--- src/rtl/ddc_edid_reader.sv ---
// DDC/I2C initiator that reads a block of EDID bytes from the sink EEPROM
// and streams each received byte out with a one-cycle strobe.
module ddc_edid_reader #(
    parameter int         CLK_DIV   = 625,
    parameter logic [6:0] DEV_ADDR  = 7'h50,
    parameter int         NUM_BYTES = 128
) (
    input  logic       clk,
    input  logic       rst_n,
    input  logic       start,
    input  logic [7:0] start_addr,
    input  logic       scl_in,
    input  logic       sda_in,
    output logic       scl_oe,
    output logic       sda_oe,
    output logic       busy,
    output logic [7:0] rd_data,
    output logic [7:0] rd_index,
    output logic       rd_valid,
    output logic       done,
    output logic       nack_err
);

    localparam int            QW   = $clog2(CLK_DIV);
    localparam logic [QW-1:0] QMAX = QW'(CLK_DIV - 1);
    localparam logic [7:0]    LAST = 8'(NUM_BYTES - 1);

    typedef enum logic [3:0] {
        S_IDLE,
        S_START,
        S_TX,
        S_TACK,
        S_RSTART,
        S_RX,
        S_MACK,
        S_STOP,
        S_DONE
    } state_t;

    state_t        state;
    logic [QW-1:0] qcnt;
    logic [2:0]    q;
    logic [2:0]    bitcnt;
    logic [7:0]    shreg;
    logic [7:0]    addr;
    logic [1:0]    sel;
    logic          nack;
    logic          last;
    logic          sda_nxt;
    logic          sda_upd;
    logic          run;
    logic          stretch;
    logic          tick;

    assign run     = (state != S_IDLE) && (state != S_DONE);
    assign stretch = !scl_oe && !scl_in;
    assign tick    = run && !stretch && (qcnt == QMAX);

    // Counter restarts while SCL is released but still held low by the target
    always_ff @(posedge clk or negedge rst_n) begin
        if (!rst_n) begin
            qcnt <= '0;
        end else if (!run || stretch || qcnt == QMAX) begin
            qcnt <= '0;
        end else begin
            qcnt <= qcnt + 1'b1;
        end
    end

    always_ff @(posedge clk or negedge rst_n) begin
        if (!rst_n) begin
            state    <= S_IDLE;
            q        <= '0;
            bitcnt   <= '0;
            shreg    <= '0;
            addr     <= '0;
            sel      <= '0;
            nack     <= 1'b0;
            last     <= 1'b0;
            sda_nxt  <= 1'b0;
            sda_upd  <= 1'b0;
            scl_oe   <= 1'b0;
            sda_oe   <= 1'b0;
            busy     <= 1'b0;
            rd_data  <= '0;
            rd_index <= '0;
            rd_valid <= 1'b0;
            done     <= 1'b0;
            nack_err <= 1'b0;
        end else begin
            rd_valid <= 1'b0;
            done     <= 1'b0;
            if (rd_valid) rd_index <= rd_index + 8'd1;
            // SDA moves one clk after SCL falls, giving the target hold time
            if (sda_upd) begin
                sda_oe  <= sda_nxt;
                sda_upd <= 1'b0;
            end
            unique case (state)
                S_IDLE: begin
                    if (start) begin
                        state    <= S_START;
                        q        <= 3'd1;
                        busy     <= 1'b1;
                        nack     <= 1'b0;
                        nack_err <= 1'b0;
                        rd_index <= '0;
                        addr     <= start_addr;
                        shreg    <= {DEV_ADDR, 1'b0};
                        sel      <= 2'd0;
                    end
                end
                S_START, S_RSTART: begin
                    if (tick) begin
                        if (q == 3'd4) begin
                            state   <= S_TX;
                            q       <= 3'd0;
                            bitcnt  <= 3'd0;
                            sda_nxt <= ~shreg[7];
                            sda_upd <= 1'b1;
                        end else begin
                            q <= q + 3'd1;
                            if (q == 3'd0) scl_oe <= 1'b0;
                            if (q == 3'd1) sda_oe <= 1'b1;
                            if (q == 3'd3) scl_oe <= 1'b1;
                        end
                    end
                end
                S_TX, S_TACK, S_RX, S_MACK: begin
                    if (tick) begin
                        unique case (q)
                            3'd0: q <= 3'd1;
                            3'd1: begin
                                q      <= 3'd2;
                                scl_oe <= 1'b0;
                            end
                            3'd2: begin
                                q <= 3'd3;
                                if (state == S_TACK) nack <= sda_in;
                                if (state == S_RX) begin
                                    shreg <= {shreg[6:0], sda_in};
                                    if (bitcnt == 3'd7) begin
                                        rd_data  <= {shreg[6:0], sda_in};
                                        rd_valid <= 1'b1;
                                        last     <= (rd_index == LAST);
                                    end
                                end
                            end
                            default: begin
                                q       <= 3'd0;
                                scl_oe  <= 1'b1;
                                sda_upd <= 1'b1;
                                unique case (state)
                                    S_TX: begin
                                        if (bitcnt == 3'd7) begin
                                            state   <= S_TACK;
                                            sda_nxt <= 1'b0;
                                        end else begin
                                            bitcnt  <= bitcnt + 3'd1;
                                            shreg   <= {shreg[6:0], 1'b0};
                                            sda_nxt <= ~shreg[6];
                                        end
                                    end
                                    S_TACK: begin
                                        if (nack) begin
                                            state   <= S_STOP;
                                            sda_nxt <= 1'b1;
                                        end else if (sel == 2'd0) begin
                                            state   <= S_TX;
                                            sel     <= 2'd1;
                                            shreg   <= addr;
                                            bitcnt  <= 3'd0;
                                            sda_nxt <= ~addr[7];
                                        end else if (sel == 2'd1) begin
                                            state   <= S_RSTART;
                                            sel     <= 2'd2;
                                            shreg   <= {DEV_ADDR, 1'b1};
                                            sda_nxt <= 1'b0;
                                        end else begin
                                            state   <= S_RX;
                                            bitcnt  <= 3'd0;
                                            sda_nxt <= 1'b0;
                                        end
                                    end
                                    S_RX: begin
                                        if (bitcnt == 3'd7) begin
                                            state   <= S_MACK;
                                            sda_nxt <= ~last;
                                        end else begin
                                            bitcnt  <= bitcnt + 3'd1;
                                            sda_nxt <= 1'b0;
                                        end
                                    end
                                    default: begin
                                        if (last) begin
                                            state   <= S_STOP;
                                            sda_nxt <= 1'b1;
                                        end else begin
                                            state   <= S_RX;
                                            bitcnt  <= 3'd0;
                                            sda_nxt <= 1'b0;
                                        end
                                    end
                                endcase
                            end
                        endcase
                    end
                end
                S_STOP: begin
                    if (tick) begin
                        if (q == 3'd0) begin
                            q      <= 3'd1;
                            scl_oe <= 1'b0;
                        end else if (q == 3'd1) begin
                            q      <= 3'd2;
                            sda_oe <= 1'b0;
                        end else begin
                            state    <= S_DONE;
                            busy     <= 1'b0;
                            done     <= 1'b1;
                            nack_err <= nack;
                        end
                    end
                end
                S_DONE: state <= S_IDLE;
                default: state <= S_IDLE;
            endcase
        end
    end

endmodule
--- config.mk ---
export PLATFORM = sky130hd
export DESIGN_NAME = ddc_edid_reader
export DESIGN_NICKNAME = d
export VERILOG_FILES = /design/src/rtl/ddc_edid_reader.sv
export SDC_FILE = /design/constraint.sdc
export NUM_CORES = 1
export LEC_CHECK = 0
export CAP_MARGIN = 10
export CELL_PAD_IN_SITES_DETAIL_PLACEMENT = 0
export CELL_PAD_IN_SITES_GLOBAL_PLACEMENT = 1
export CORE_MARGIN = 4
export CORE_UTILIZATION = 48
export DETAILED_ROUTE_END_ITERATION = 12
export PLACE_DENSITY = 0.81
export SKIP_CTS_REPAIR_TIMING = 1
export SLEW_MARGIN = 20
export SYNTH_ARGS = -nofsm -noshare
export SYNTH_HDL_FRONTEND = slang
export SYNTH_SLANG_ARGS = --single-unit
--- constraint.sdc ---
create_clock -name clk -period 4.46 [get_ports clk]
set_input_delay 0.892 -clock clk [delete_from_list [all_inputs] [get_ports clk]]
set_output_delay 0.892 -clock clk [all_outputs]
set_load 0.01 [all_outputs]
==> results.sh, run 1 <==
export IMPL_antenna_found_initial=0
export IMPL_cts_buffer_depth=2
export IMPL_status="finished clean"
export IMPL_fill_cells=709
export IMPL_place_ws_ns=1.29
export IMPL_synthesis_nets=395
export IMPL_utilization_pct=57.2
export IMPL_overflow=0
export IMPL_multi_input_area_um2=1830
export IMPL_drt_wl_total_um=8120
export IMPL_synth_distinct_cells=57
export IMPL_h_tree_depth=3
export IMPL_avgSynthCellArea_um2=9.54
export IMPL_yosysWarnings=0
export IMPL_synth_area_leaders="dfrtp_1, mux2_2, nand2_1"
export IMPL_slew_headroom_pct=49.3
export IMPL_start_util_pct=49.2
export IMPL_syn_inst=372
export IMPL_worst_pin_slew_ns=0.761
export IMPL_yosys_area_top_type="dfrtp_1"
export IMPL_finalWeightedCongestion=0.861
export IMPL_power_density_nw_per_um2=257
export IMPL_tns_ns=0
export IMPL_worstPathRequired_ns=4.68
export IMPL_drv_cap=0
export IMPL_fin_nets=427
export IMPL_syn_to_final_growth_pct=16.3
export IMPL_synthesis_area_um2=3550
export IMPL_drive_gt1_share_pct=13.4
export IMPL_numCtsBuffers=9
export IMPL_wire_per_inst_um=16.0
export IMPL_grt_pass1_vias=2674
export IMPL_grt_pass1_wl_um=13400
export IMPL_async_flop_share_pct=100
export IMPL_root_buffer="clkbuf_8"
export IMPL_fin_ws_ns=1.64
export IMPL_cp_start_kind="input port"
export IMPL_register_area_um2=1600
export IMPL_ant_nets=0
export IMPL_drc_errors=0
export IMPL_timing_final_crit_share_pct=63.3
export IMPL_leakage_uw=0.00180
export IMPL_clock_sinks=64
export IMPL_clkTransAtPathRegs_ns=0.07
export IMPL_yosysTopAreaCellShare_pct=45.1
export IMPL_fp_dieArea_um2=8830
export IMPL_synth_flop_cell="dfrtp_1"
export IMPL_crit_path_max_fanout=8
export IMPL_critPathArrivalTime_ns=3.04
export IMPL_critical_path_class="in2reg"
export IMPL_finalHoldViolations=0
export IMPL_viasPerCell=5.47
export IMPL_cts_tree="done"
export IMPL_drt_iter0_markers=109
export IMPL_die_w_um=94.0
export IMPL_fp_dieH_um=94.0
export IMPL_hp_class="reg2reg"
export IMPL_grt_max_degree=34
export IMPL_core_area_um2=7210
export IMPL_final_setup_skew_ns=0.00952
export IMPL_slew_viol_final=0
export IMPL_ys_ff_latch=64
export IMPL_ios=35
export IMPL_grtUsageTotal_pct=19.6
export IMPL_insertion_delay_ns=0.34
export IMPL_portBuffers=34
export IMPL_seq_area_frac_synth_pct=45.1
export IMPL_ir_drop_mv=0.133
export IMPL_num_rows=31
export IMPL_rsz0062_at_grt="false"
export IMPL_first_pass_iters=5
export IMPL_dr_total_vias=2781
export IMPL_fmax_mhz=354
export IMPL_dpl_instance_area_um2=3950
export IMPL_hpwlAfterDp_um=5730
export IMPL_min_period_ns=2.82
export IMPL_cp_end_kind="register"
export IMPL_fin_area_um2=4130
export IMPL_finalPower_uw=1060
export IMPL_synth_edff_count=0
export IMPL_setup_viol=0
export IMPL_antennaDiodeCount=0
## logic make-up (layout without fill, tap and decap cells)
logic type	after synthesis	after routing	synth area share (%)
mux	31	31	9.63
xor+xnor	15	15	3.70
compound gates	65	65	12.8
flops	64	64	45.2
fa+ha+maj	10	10	3.53
buf+inv	28	65	3.17
simple gates	159	159	22.0
## layer usage
layer	wire (um)	vias to the layer above	global-route usage [%]
met3	284	8	4.09
li1	-	1377	-
met1	4140	1333	28.2
met2	3590	63	29.0
met5	0	-	0
met4	106	0	7.10
## area by class of cell
| cell class | count | share of cell area [%] |
|---|---|---|
| tap | 99 | 3.00 |
| timing repair buffer | 35 | 8.31 |
| inverter | 14 | 1.27 |
| multi-input combinational | 280 | 44.4 |
| clock buffer | 11 | 3.43 |
| clock inverter | 5 | 0.758 |
| sequential | 64 | 38.8 |
## cells in the final DEF (no fill, tap or decap), types with 6 or more instances in the layout
master	n
nor2_1	41
a21oi_1	21
nand2_1	53
nor3_1	14
ha_1	10
nand3_1	11
inv_1	13
mux2_2	25
clkbuf_8	10
clkdlybuf4s50_1	33
o21ai_0	11
mux2i_1	6
dfrtp_1	64
xor2_1	11
## Yosys cell counts, types with 4 or more instances
master and n:
dfrtp_1 64, nand2_1 53, nor2_1 41, mux2_2 25
a21oi_1 21, nor3_1 14, inv_1 13, nand3_1 11
o21ai_0 11, xor2_1 11, clkbuf_1 10, ha_1 10
mux2i_1 6, and3_1 5, nand2b_1 5, nand4_1 5
nor2b_1 5, or3_1 5, o21bai_1 4, xnor2_1 4
## critical path, cell delays in order
cell and delay, ns:
clkdlybuf4s50_1 0.51, o32ai_2 0.12, nor4_4 0.55, o21ai_2 0.17, a211oi_4 0.41, mux2_2 0.39
## path summary, 6_finish.rpt
check,depth (start not counted),from,slack [ns],endpoint
max,6,scl_in,1.64,shreg[0]
min,2,addr[6],0.48,addr[6]
max reg2reg,5,state[0],1.78,shreg[0]
min reg2reg,2,addr[6],0.48,addr[6]
max in group asynchronous,2,rst_n,2.94,rd_valid
min in group asynchronous,1,rst_n,0.61,rd_data[3]
## registers in the layout, indices dropped and copies added (netlist names)
signal / flops
qcnt: 10
shreg: 8
rd_valid: 1
sda_oe: 1
addr: 8
nack_err: 1
scl_oe: 1
sda_nxt: 1
busy: 1
nack: 1
bitcnt: 3
rd_data: 8
last: 1
rd_index: 8
state: 4
sda_upd: 1
done: 1
sel: 2
q: 3
## per-stage QoR
| step | hold WS, ns | cells |
|---|---|---|
| global route | 0.509 | 508 |
| floorplan | 0.440 | 372 |
| detailed placement | 0.463 | 492 |
| CTS | 0.483 | 508 |
| global placement | 0.461 | 492 |
| finish | 0.478 | 508 |
## power by group
| group | switching (uW) | internal (uW) |
|---|---|---|
| combinational | 20.9 | 14.2 |
| clock | 226 | 216 |
| sequential | 2.22 | 582 |
Note: power is estimated with default switching activity, not from simulation.
==> run 2, diff against run 1 <==
--- a/config.mk
+++ b/config.mk
@@ -9,9 +9,9 @@
 export CELL_PAD_IN_SITES_DETAIL_PLACEMENT = 0
 export CELL_PAD_IN_SITES_GLOBAL_PLACEMENT = 1
 export CORE_MARGIN = 4
-export CORE_UTILIZATION = 48
+export CORE_UTILIZATION = 44
 export DETAILED_ROUTE_END_ITERATION = 12
-export PLACE_DENSITY = 0.81
+export PLACE_DENSITY = 0.75
 export SKIP_CTS_REPAIR_TIMING = 1
 export SLEW_MARGIN = 20
 export SYNTH_ARGS = -nofsm -noshare
==> constraint.sdc (replaced) <==
create_clock -name clk -period 2.74 [get_ports clk]
set_input_delay 0.548 -clock clk [delete_from_list [all_inputs] [get_ports clk]]
set_output_delay 0.548 -clock clk [all_outputs]
set_load 0.01 [all_outputs]
==> run 2 against run 1 <==
Compared with the run above: count of clock-buffer cells in the layout did not move; die area rose by 8.3%; routed wire length is 3.3% higher; clock skew shrank 0.00082 ns; total power grew 73%.
==> results.sh, run 2 (synthesis gave the netlist of run 1 again) <==
export IMPL_timing_final_crit_share_pct=87.0
export IMPL_hp_class="in2async"
export IMPL_utilization_pct=55.3
export IMPL_grtUsageMet2_pct=27.5
export IMPL_antennaDiodeCount=0
export IMPL_insertion_delay_ns=0.34
export IMPL_status="finished clean"
export IMPL_num_rows=32
export IMPL_setup_worst_path_start="state[0]"
export IMPL_antenna_found_initial=0
export IMPL_leakage_uw=0.00189
export IMPL_setup_viol=0
export IMPL_wire_per_inst_um=15.9
export IMPL_dr_total_vias=2852
export IMPL_crit_path_max_fanout=17
export IMPL_core_area_um2=7770
export IMPL_first_pass_iters=4
export IMPL_viasPerCell=5.42
export IMPL_numCtsBuffers=9
export IMPL_grtUsageMet3_pct=3.29
export IMPL_worstPathRequired_ns=2.96
export IMPL_final_setup_skew_ns=0.00871
export IMPL_top_usage_layer="met1"
export IMPL_portBuffers=34
export IMPL_drt_wl_total_um=8390
export IMPL_largest_register_ffs=10
export IMPL_root_buffer="clkbuf_8"
export IMPL_cp_start_kind="register"
export IMPL_drc_errors=0
export IMPL_drive_gt1_share_pct=16.5
export IMPL_hpwlAfterDp_um=6010
export IMPL_drt_iter0_markers=176
export IMPL_gr_usage_met1_pct=27.6
export IMPL_critical_path_class="reg2reg"
export IMPL_overflow=0
export IMPL_die_w_um=97.8
export IMPL_fp_dieArea_um2=9560
export IMPL_syn_to_final_growth_pct=21.0
export IMPL_cp_end_kind="register"
export IMPL_fp_dieH_um=97.8
export IMPL_tns_ns=0
export IMPL_h_tree_depth=3
export IMPL_rsz0062_at_grt="false"
export IMPL_start_util_pct=45.7
export IMPL_final_common_cell="dfrtp_1"
export IMPL_power_density_nw_per_um2=427
export IMPL_ant_nets=0
export IMPL_layout_common_cells="dfrtp_1, nand2_1, nor2_1"
export IMPL_grt_max_degree=36
export IMPL_finalWeightedCongestion=0.932
export IMPL_clkTransAtPathRegs_ns=0.07
export IMPL_drv_cap=0
export IMPL_worst_pin_slew_ns=0.705
export IMPL_r2r_start="state[0]"
export IMPL_grt_pass1_wl_um=14500
export IMPL_slew_headroom_pct=53.0
export IMPL_ios=35
export IMPL_clock_sinks=64
export IMPL_fin_area_um2=4290
export IMPL_ir_drop_mv=0.247
export IMPL_grt_pass1_vias=2838
export IMPL_slew_viol_final=0
export IMPL_regMostFlops="qcnt"
export IMPL_fmax_mhz=419
export IMPL_cts_buffer_depth=2
export IMPL_grtUsageTotal_pct=18.7
export IMPL_finalHoldViolations=0
export IMPL_cts_tree="done"
export IMPL_dpl_instance_area_um2=4100
export IMPL_min_period_ns=2.38
export IMPL_fin_nets=442
export IMPL_critPathArrivalTime_ns=2.60
[run 2: changes by cell type in the layout (fill, tap and decap cells not counted)]
| cell | delta |
|---|---|
| clkinv_2 | -1 |
| bufinv_16 | +1 |
| buf_4 | +13 |
| buf_12 | +2 |
| inv_6 | -1 |
| clkinv_4 | +1 |
[run 2: where the power goes]
| group | internal [uW] | switching, uW |
|---|---|---|
| sequential | 948 | 3.59 |
| combinational | 26.1 | 35.2 |
| clock | 444 | 378 |
[run 2: worst paths after layout]
path                             end  slack, ns  cells past startpoint
setup / recovery           bitcnt[0]       0.36                      5
hold / removal                  done       0.25                      1
setup reg to reg           bitcnt[0]       0.36                      5
hold reg to reg              addr[3]       0.48                      2
max in group asynchronous   state[1]       1.86                      2
min in group clk             addr[3]       0.48                      2
[run 2: through the flow]
stage          setup WS (ns)  instances  power (uW)  hold WS [ns]
2_1_floorplan          0.542        372         986         0.252
6_report               0.356        526        1830         0.253
5_1_grt                0.247        526        1910         0.315
3_5_place_dp          0.0279        510        1030         0.470
4_1_cts                0.375        526        1850         0.279
3_3_place_gp           0.118        510        1030         0.463
[run 2: final cells by class]
cell class / count / area, um^2
repair buffers: 50 / 480
inverters: 14 / 52.6
multi-input cells: 280 / 1830
well taps: 102 / 128
fillers: 733 / 3470
clock inverters: 5 / 56.3
flip-flops and latches: 64 / 1600
clock buffers: 11 / 141
[run 2: layer usage]
metal	routed length [um]	share of wire, %
met1	4200	50
met2	3780	45
met4	108	1.3
met3	295	3.5
met5	0	0
[run 2: worst max-delay path: stages, from the launching register on]
cell and delay [ns]:
dfrtp_1 0.58, and3_1 0.31, or3_1 0.47, o22a_1 0.30, nor3_1 0.25, mux2_2 0.36
==> run 3, diff against run 2 <==
--- a/config.mk
+++ b/config.mk
@@ -13,7 +13,7 @@
 export DETAILED_ROUTE_END_ITERATION = 12
 export PLACE_DENSITY = 0.75
 export SKIP_CTS_REPAIR_TIMING = 1
-export SLEW_MARGIN = 20
+export SLEW_MARGIN = 25
 export SYNTH_ARGS = -nofsm -noshare
 export SYNTH_HDL_FRONTEND = slang
 export SYNTH_SLANG_ARGS = --single-unit
==> results of run 3 <==
Same layout as run 2: the final DEF is identical, and so are final timing and power.
